## config.mk

```make
export PLATFORM = sky130hd
export DESIGN_NAME = or_8_way
export DESIGN_NICKNAME = d
export VERILOG_FILES = /design/src/rtl/gates_pkg.sv /design/src/rtl/or_8_way_or2_gate.sv /design/src/rtl/or_8_way.sv
export SDC_FILE = /design/constraint.sdc
export NUM_CORES = 1
export LEC_CHECK = 0
export BUFFER_PORTS_ARGS = -buffer_cell sky130_fd_sc_hd__buf_2
export CORE_AREA = 3 3 40 42
export DETAILED_ROUTE_END_ITERATION = 7
export DIE_AREA = 0 0 43 45
export GPL_ROUTABILITY_DRIVEN = 0
export GPL_TIMING_DRIVEN = 0
export PLACE_DENSITY_LB_ADDON = 0.15
export REMOVE_ABC_BUFFERS = 1
export SYNTH_ARGS = -nofsm -noshare
export SYNTH_HDL_FRONTEND = slang
export SYNTH_SLANG_ARGS = --single-unit
export TNS_END_PERCENT = 30
```

## constraint.sdc

```tcl
create_clock -name clk -period 1 [get_ports clk]
set_input_delay 0.05 -clock clk [delete_from_list [all_inputs] [get_ports clk]]
set_output_delay 0.05 -clock clk [all_outputs]
set_load 0.005 [all_outputs]
```

## src/rtl/gates_pkg.sv

```systemverilog
// Shared constants and types for the gate library.
package gates_pkg;
   localparam int unsigned OR8_WIDTH = 8;
   localparam int unsigned OR8_IDX_W = 3;

   typedef logic [7:0] byte_t;
endpackage

```

## src/rtl/or_8_way_or2_gate.sv

```systemverilog
// Two-input OR gate; leaf cell of the or_8_way reduction tree.
module or2_gate (
   input  logic a_i,
   input  logic b_i,
   output logic y_o
);
   assign y_o = a_i | b_i;
endmodule

```

## src/rtl/or_8_way.sv

```systemverilog
// Eight-input OR reduction with registered copy, lowest-set-bit index and optional
// sticky flag. Define OR_8_WAY_STICKY_EN to build the sticky register and clr logic.
module or_8_way
   import gates_pkg::*;
#(
   parameter int unsigned WIDTH = 8
) (
   input  logic                 clk,
   input  logic                 reset,
   input  logic [WIDTH-1:0]     in,
   input  logic                 clr,
   output logic                 out,
   output logic                 out_q,
   output logic [OR8_IDX_W-1:0] idx,
   output logic                 sticky
);

   if (WIDTH != OR8_WIDTH) begin : g_bad_width
      $error("or_8_way: WIDTH must be 8");
   end

   logic [3:0] lvl1;
   logic [1:0] lvl2;

   for (genvar g = 0; g < 4; g++) begin : g_lvl1
      or2_gate u_or (.a_i(in[2*g]), .b_i(in[2*g+1]), .y_o(lvl1[g]));
   end

   for (genvar g = 0; g < 2; g++) begin : g_lvl2
      or2_gate u_or (.a_i(lvl1[2*g]), .b_i(lvl1[2*g+1]), .y_o(lvl2[g]));
   end

   or2_gate u_or_root (.a_i(lvl2[0]), .b_i(lvl2[1]), .y_o(out));

   // Bit 0 has highest priority; idx stays 0 when no bit is set.
   always_comb begin
      logic found;
      idx   = '0;
      found = 1'b0;
      for (int unsigned i = 0; i < OR8_WIDTH; i++) begin
         if (in[i] && !found) begin
            idx   = OR8_IDX_W'(i);
            found = 1'b1;
         end
      end
   end

   logic out_r_q;
   logic out_r_d;

   assign out_r_d = out;

   always_ff @(posedge clk or posedge reset) begin
      if (reset) out_r_q <= 1'b0;
      else       out_r_q <= out_r_d;
   end

   assign out_q = out_r_q;

`ifdef OR_8_WAY_STICKY_EN
   logic sticky_q;
   logic sticky_d;

   always_comb begin
      sticky_d = sticky_q;
      if (clr)      sticky_d = 1'b0;
      else if (out) sticky_d = 1'b1;
   end

   always_ff @(posedge clk or posedge reset) begin
      if (reset) sticky_q <= 1'b0;
      else       sticky_q <= sticky_d;
   end

   assign sticky = sticky_q;
`else
   logic unused_clr;
   assign unused_clr = clr;
   assign sticky     = 1'b0;
`endif

endmodule

```

==> impl_metrics.toml <==
[status]
status = "finished, final reports clean"

[finish]
area_growth_pct = 80.4
largest_register_ff_count = 1
final_common_cell = "buf_2"
finalNonFillerCells = 47
fin_area_um2 = 230
antenna_cells = 0
nFillCells = 155
final_cell_mix = "buf_2, nor2_1, nand3_1, inv_1"
fin_nets = 45
regArea_um2 = 25.0
drive_gt1_share_pct = 50.0
fin_util_pct = 17.9
multi_input_comb_area_um2 = 98.8

[pwr]
switching_power_mw = 0.0318
ir_worst_vdd_mv = 0.104
p_int_mw = 0.0719
powerDensity_nw_per_um2 = 451
pwr-share-seq_pct = 39.9
clock_power_share_pct = 0
combPwrFrac_pct = 60.1
power_mw = 0.104
switching_share_pct = 30.7
power_leakage_nw = 0.105

[sta]
period_minus_slack_ns = 0.985
drv_slew = 0
finalCritPeriodShare_pct = 98.5
setup_slack_ns = 0.0150
fin_tns_setup_ns = 0
max_freq_ghz = 1.02
hold_ws_ns = 0.314
setup_viol = 0
hold_violations = 0
rsz0062_at_grt = "yes"

[die]
dieArea_um2 = 1940
start_util_pct = 9.93
die_w_um = 43
dieHeight_um = 45
coreArea_um2 = 1280
placementRows = 13
pin_count = 17

[global_route]
grt_use_total_pct = 3.82
grt_pass1_vias = 135
antenna_found_initial = 0
grt_pass1_wl_um = 586
grt-ovfl-total = 0
grt_max_degree = 6

[detailed_routing]
drt_first_pass_iters = 2
drc = 0
drt-total-wl_um = 424
antenna_left = 0
via_count = 174
drtIter0Drc = 2
viasPerCell = 3.70
routedWlPerCell_um = 9.02

[critical_path]
path_max_fanout = 2
path_class = "input pin to primary output"
critical_path_arrival_ns = 0.93
cp-start-kind = "input pin"
required_ns = 0.95
cp-end-kind = "primary output"

[yosys]
ys_warn_count = 0
synth_area_per_cell_um2 = 7.09
yosysSeqAreaShare_pct = 19.6
synthDistinctLibCells = 13
yosys_register_bits = 1
synth_cells = 18
synth.cell_area_um2 = 128

[placed_design]
port_buffers = 14
dp.cells = 46
detailed_place_hpwl_um = 381
post-place-ws_ns = -0.0353
post_dp_cell_area_um2 = 209

[clock_network]
cts.clk_slew.worst_paths_ns = 0

[hold_path]
hp-class = "input pin to flop"

[run]
maxCapViolations = 0
synth_stat cells:
library cell  count  area, um^2
inv_1             2        7.51
conb_1            1        3.75
buf_4             1        7.51
a221o_1           1        10.0
a21boi_0          1        7.51
dfrtp_1           1        25.0
a211oi_1          1        7.51
nor2_1            4        15.0
o21ai_0           1        5.00
or2b_1            1        7.51
a32oi_1           1        8.76
nor4_2            1        12.5
nand3_1           2        10.0
power by group through the flow:
stage / clock network [mW] / registers [mW] / logic (mW)
after detailed placement: 0 / 0.0414 / 0.0541
after global routing: 0 / 0.0414 / 0.0683
after CTS: 0 / 0.0414 / 0.0615
final: 0 / 0.0414 / 0.0624
after global placement: 0 / 0.0414 / 0.0530
after floorplan: 0 / 0.0414 / 0.0203
critical path, cell delays in order:
cell	delay (ns)
buf_2	0.11
or2b_1	0.21
a221o_1	0.30
a32oi_1	0.14
buf_2	0.13
routing by layer:
metal  wire [um]  global-route usage (%)  up-vias  part of all wire [%]
met5           0                       0        -                     0
met4           0                       0        0                     0
met3          55                   0.398        0                    13
met2         162                    5.99       12                    38
met1         206                    5.97       70                    49
li1            -                       -       92                     -
final cells by class:
| type | count | share of cell area [%] |
|---|---|---|
| inverters | 2 | 3.26 |
| multi-input cells | 14 | 42.9 |
| flip-flops and latches | 1 | 10.9 |
| well taps | 15 | 8.15 |
| repair buffers | 15 | 34.8 |
cell families (layout without fill, tap and decap cells):
group | count (synthesis) | in the layout | share of synthesized area (%)
AO/OA/AOI/OAI | 5 | 5 | 30.4
buffers and inverters | 3 | 17 | 11.8
flip-flops | 1 | 1 | 19.6
other | 1 | 1 | 2.94
AND/OR/NAND/NOR | 8 | 8 | 35.3
worst paths after layout:
kind                       endpoint  cells after the start  start
max                          idx[0]                      5  in[4]
max in group asynchronous     out_q                      3  reset
min                           out_q                      3  in[6]
min in group asynchronous     out_q                      3  reset
timing repair:
item,in CTS,in global routing
setup endpoints to repair,2,2
gates cloned,0,0
resized for setup,1,1
buffers inserted,0,0
pin swaps,0,1
endpoints found under the hold margin,1,0
hold buffers,1,0
No activity file was read; power rests on OpenSTA's default activity.
